===== src/rtl/sram_loader.sv =====
// sram_loader: packs an MSB-first byte stream into words for banks w0/w1 then d0/d1, then pulses tpu_start and waits for tpu_done.
// Strobes fire one cycle after a word's last byte; in_ready never drops for writes. SRAM_LOADER_CHECKSUM_EN enables the byte checksum.
module sram_loader #(
  parameter int SRAM_DATA_WIDTH = 32,
  parameter int DATA_WIDTH      = 8,
  parameter int W_WORDS         = 16,
  parameter int D_WORDS         = 16
) (
  input  logic                       clk,
  input  logic                       srstn,
  input  logic                       load_go,
  input  logic                       in_valid,
  output logic                       in_ready,
  input  logic [DATA_WIDTH-1:0]      in_data,
  output logic                       sram_write_enable_w0,
  output logic                       sram_write_enable_w1,
  output logic                       sram_write_enable_d0,
  output logic                       sram_write_enable_d1,
  output logic [9:0]                 sram_waddr,
  output logic [SRAM_DATA_WIDTH-1:0] sram_wdata,
  output logic                       tpu_start,
  input  logic                       tpu_done,
  output logic                       busy,
  output logic [15:0]                checksum
);

  localparam int BPW = SRAM_DATA_WIDTH / DATA_WIDTH;
  localparam int BCW = $clog2(BPW);
  localparam logic [BCW-1:0] LAST_BYTE = BCW'(BPW - 1);
  localparam logic [10:0]    W_LAST    = 11'(2 * W_WORDS - 1);
  localparam logic [10:0]    D_LAST    = 11'(2 * D_WORDS - 1);

  typedef enum logic [2:0] {IDLE, LOAD_W, LOAD_D, START, RUN} state_t;

  state_t                     r_state;
  state_t                     w_next;
  logic [BCW-1:0]             r_byte_cnt;
  logic [10:0]                r_word_cnt;
  logic [SRAM_DATA_WIDTH-1:0] r_pack;
  logic [3:0]                 r_we;
  logic [9:0]                 r_waddr;
  logic [SRAM_DATA_WIDTH-1:0] r_wdata;

  logic                       w_loading;
  logic                       w_accept;
  logic                       w_word_done;
  logic                       w_phase_done;
  logic                       w_start_load;
  logic [SRAM_DATA_WIDTH-1:0] w_word;

  assign w_loading    = (r_state == LOAD_W) || (r_state == LOAD_D);
  assign in_ready     = w_loading;
  assign w_accept     = in_valid && w_loading;
  assign w_word       = {r_pack[SRAM_DATA_WIDTH-DATA_WIDTH-1:0], in_data};
  assign w_word_done  = w_accept && (r_byte_cnt == LAST_BYTE);
  assign w_phase_done = w_word_done &&
                        (r_word_cnt == ((r_state == LOAD_W) ? W_LAST : D_LAST));

  always_ff @(posedge clk) begin
    if (!srstn) r_state <= IDLE;
    else        r_state <= w_next;
  end

  always_comb begin
    w_next       = r_state;
    busy         = 1'b1;
    tpu_start    = 1'b0;
    w_start_load = 1'b0;
    case (r_state)
      IDLE: begin
        busy = 1'b0;
        if (load_go) begin
          w_next       = LOAD_W;
          w_start_load = 1'b1;
        end
      end
      LOAD_W:  if (w_phase_done) w_next = LOAD_D;
      LOAD_D:  if (w_phase_done) w_next = START;
      START: begin
        tpu_start = 1'b1;
        w_next    = RUN;
      end
      RUN:     if (tpu_done) w_next = IDLE;
      default: w_next = IDLE;
    endcase
  end

  // Write strobe and its address/data are registered so they appear the cycle after the final byte.
  always_ff @(posedge clk) begin
    if (!srstn) begin
      r_byte_cnt <= '0;
      r_word_cnt <= '0;
      r_pack     <= '0;
      r_we       <= '0;
      r_waddr    <= '0;
      r_wdata    <= '0;
    end else begin
      r_we <= '0;
      if (w_start_load) begin
        r_byte_cnt <= '0;
        r_word_cnt <= '0;
        r_pack     <= '0;
      end else if (w_accept) begin
        r_pack <= w_word;
        if (w_word_done) begin
          r_byte_cnt <= '0;
          r_waddr    <= r_word_cnt[10:1];
          r_wdata    <= w_word;
          if (r_state == LOAD_W) r_we <= r_word_cnt[0] ? 4'b0100 : 4'b1000;
          else                   r_we <= r_word_cnt[0] ? 4'b0001 : 4'b0010;
          r_word_cnt <= w_phase_done ? 11'd0 : r_word_cnt + 11'd1;
        end else begin
          r_byte_cnt <= r_byte_cnt + BCW'(1);
        end
      end
    end
  end

  assign sram_write_enable_w0 = r_we[3];
  assign sram_write_enable_w1 = r_we[2];
  assign sram_write_enable_d0 = r_we[1];
  assign sram_write_enable_d1 = r_we[0];
  assign sram_waddr           = r_waddr;
  assign sram_wdata           = r_wdata;

`ifdef SRAM_LOADER_CHECKSUM_EN
  logic [15:0] r_checksum;

  always_ff @(posedge clk) begin
    if (!srstn)            r_checksum <= '0;
    else if (w_start_load) r_checksum <= '0;
    else if (w_accept)     r_checksum <= r_checksum + 16'(in_data);
  end

  assign checksum = r_checksum;
`else
  assign checksum = '0;
`endif

endmodule


===== config.mk =====
export PLATFORM = sky130hd
export DESIGN_NAME = sram_loader
export DESIGN_NICKNAME = d
export VERILOG_FILES = /design/src/rtl/sram_loader.sv
export SDC_FILE = /design/constraint.sdc
export NUM_CORES = 1
export LEC_CHECK = 0
export ABC_AREA = 1
export CELL_PAD_IN_SITES_DETAIL_PLACEMENT = 1
export CELL_PAD_IN_SITES_GLOBAL_PLACEMENT = 1
export CORE_MARGIN = 10
export CORE_UTILIZATION = 32
export CTS_CLUSTER_DIAMETER = 30
export DETAILED_ROUTE_END_ITERATION = 10
export PLACE_DENSITY = 0.75
export SYNTH_ARGS = -nofsm -noshare
export SYNTH_HDL_FRONTEND = slang
export SYNTH_SLANG_ARGS = --single-unit

===== constraint.sdc =====
create_clock -name clk -period 1.3 [get_ports clk]
set_clock_uncertainty 0.1 [all_clocks]
set_input_delay 0.26 -clock clk [delete_from_list [all_inputs] [get_ports clk]]
set_output_delay 0.26 -clock clk [all_outputs]
set_load 0.01 [all_outputs]

==> metrics.md <==
| Metric | Value |
|---|---|
| Gpl congestion | `0.768` |
| Hold buffer count at CTS | `0` |
| Hold Fails Final Rpt | `0` |
| Max Slew Vio Count | `0` |
| Worst hold-check path type | `flip-flop to flip-flop` |
| Clock share of power | `34.7%` |
| Sink Count | `86` |
| Die Span Y | `124 um` |
| Top_reg_cell synth | `dfxtp_1` |
| FF+latch count, synth | `86` |
| Failing checks | `setup timing` |
| Max-Cap Viols | `0` |
| Die ar. | `15300 sq um` |
| Final wirelength | `12700 um` |
| Multi-input gate area | `1720 sq um` |
| Max VDD drop | `0.535 mV` |
| Gr ovfl total | `0` |
| DP Wirelength | `7110 um` |
| Crit Path Class | `flip-flop to flip-flop` |
| Setup crit end kind | `flip-flop` |
| Psw | `1440 uW` |
| Leak | `0.00227 uW` |
| DR iter-0 viols | `171` |
| Worst setup margin | `-0.356 ns` |
| Layout cell share with drive strength beyond 1 | `38.7%` |
| Die W | `124 um` |
| Final Cycle Share | `127%` |
| Endpoints failing setup | `89` |
| Synth cell types | `27` |
| Synthesis-to-finish area growth | `46.9%` |
| DR vias | `3511` |
| Cell Int Power | `3660 uW` |
| Clock buffer depth | `2` |
| Max Fclk | `604 MHz` |
| Input/output buffers | `61` |
| Status | `finished with violations` |
| Startpoint Class | `flip-flop` |
| CTS buffer count | `9` |
| Minimum clock period | `1.66 ns` |
| Initial Util | `33.1%` |
| # fillers | `1249` |
| RSZ-0062 raised after global routing | `true` |
| Largest net degree at the start of global routing | `30` |
| Cell taking the most area after synthesis | `dfxtp_1` |
| Most frequent cells in the layout | `nor2_1, nand2_1, dfxtp_1, buf_2, buf_4` |
| DRC | `0` |
| # nets final | `579` |
| GRT Resource Usage Total | `15.2%` |
| Sequential fraction of the synthesis area | `49.9%` |
| Post-synth EDFFs | `0` |
| Commonest non-fill, non-tap cell in the layout | `nor2_1` |
| Crit path DAT | `1.86 ns` |
| First-pass GRT wire length | `18600 um` |
| Antenna-violating nets left | `0` |
| Clock transition at path regs | `0.09 ns` |
| Root buffer cell | `clkbuf_8` |
| Worst-path fanout max | `15` |
| Power Density | `1010 nW/um^2` |
| CORE AREA | `10400 sq um` |
| Vias per cell | `4.98` |
| Switch share | `28.3%` |
| WP data required | `1.50 ns` |
| Synthesized cell area | `3450 sq um` |
| Synthesized area per cell | `7.61 sq um` |
| Pre-CTS WS | `-0.446 ns` |
| Comb pwr share | `13.0%` |
| Vias in the first global route | `3579` |
| # H-tree levels | `3` |
| Pwr Total | `5110 uW` |
| Drt wl/cell | `18.0 um` |
| Clk_lat worst skew | `0.38 ns` |
| Antenna cell count | `0` |
| TritonCTS clock tree | `done` |
| DR pass1 iterations | `4` |
| I/O pin count | `78` |
| Synthesis Warnings | `0` |
| Register area | `1760 sq um` |
| Post-Synthesis Cells | `453` |
| Initial antenna violation count | `0` |
| Num rows | `37` |
| Share of the synthesized area in the top cell type | `49.9%` |
| Sequential Power Share | `52.3%` |
| Leading post-synthesis cells by cell area | `dfxtp_1, nor2_1, nand2_1, a21oi_1, o21ai_0` |
| Synth async-reset ratio | `0%` |
==> power by group through the flow <==
stage / logic, uW / clock network [uW] / registers [uW]
3_5_place_dp: 417 / 0 / 2730
2_1_floorplan: 263 / 0 / 2720
3_3_place_gp: 407 / 0 / 2730
6_report: 665 / 1770 / 2670
5_1_grt: 704 / 1940 / 2670
4_1_cts: 517 / 1790 / 2670
==> kinds of logic (layout without fill, tap and decap cells) <==
group	count (synthesis)	count (layout)	synth area share [%]
simple gates	213	213	26.6
compound gates	88	88	12.8
flops	86	86	49.9
buf+inv	61	162	9.32
fa+ha+maj	2	2	0.725
xor+xnor	2	2	0.508
other cells	1	16	0.109
==> layer usage <==
layer	part of all wire, %	wire length [um]	vias up	track usage [%]
met5	0	0	-	0
met3	4.5	568	21	4.03
met2	51	6470	89	26.6
met1	43	5420	1727	17.9
met4	2.0	259	0	4.44
li1	-	-	1674	-
==> critical path, stage by stage (launching register included) <==
cell and delay, ns:
dfxtp_4 0.40, inv_4 0.05, nand2_4 0.07, buf_6 0.11
nand4_4 0.13, nor2_8 0.19, buf_12 0.14, buf_12 0.14
o21ai_1 0.09, nor2_1 0.16
==> through the flow <==
step	util (%)	setup TNS, ns	instances	hold WS [ns]	cell area, sq um
2_1_floorplan	-	-0.859	468	0.295	3550
3_3_place_gp	42.5	-29.39	667	0.359	4420
3_5_place_dp	42.5	-31.81	667	0.364	4420
4_1_cts	46.4	-17.76	693	0.378	4830
5_1_grt	48.7	-28.69	705	0.393	5070
6_report	48.7	-23.05	705	0.386	5070
==> cells in the mapped netlist (4+ instances only) <==
library cell / count
buf_4: 20
buf_2: 8
buf_1: 4
a21oi_1: 42
inv_2: 4
o21ai_1: 4
o21ai_0: 41
clkbuf_1: 8
nand2_1: 70
nand3_1: 38
dfxtp_1: 86
nor2_1: 91
inv_1: 16
==> area by class of cell <==
class                           instances  share of cell area [%]
Sequential cell                        86                    34.8
Inverter                               20                    1.63
Timing Repair Buffer                  126                    22.8
Clock buffer                           10                    2.52
Tap cell                              136                    3.36
Clock inverter                          6                   0.913
Multi-Input combinational cell        321                    34.0
==> flip-flops by register name, summed over array words and instances (netlist names) <==
register / cells
r_byte_cnt: 2
r_pack: 24
r_state: 3
r_we: 4
r_word_cnt: 11
sram_waddr: 10
sram_wdata: 32
==> worst paths after layout <==
kind	startpoint	slack, ns	endpoint	cells past startpoint
setup / recovery	r_state[1]	-0.36	sram_wdata[8]	9
hold / removal	r_pack[17]	0.39	r_pack[17]	2
setup reg to reg	r_state[1]	-0.36	sram_wdata[8]	9
hold reg to reg	r_pack[17]	0.39	r_pack[17]	2
==> repair_timing <==
item	in CTS	in global routing
setup endpoints to repair	134	101
pin swaps	10	11
buffers inserted	5	9
resized for setup	255	86
cloned	5	3
Power figures use the tool's default switching activity.
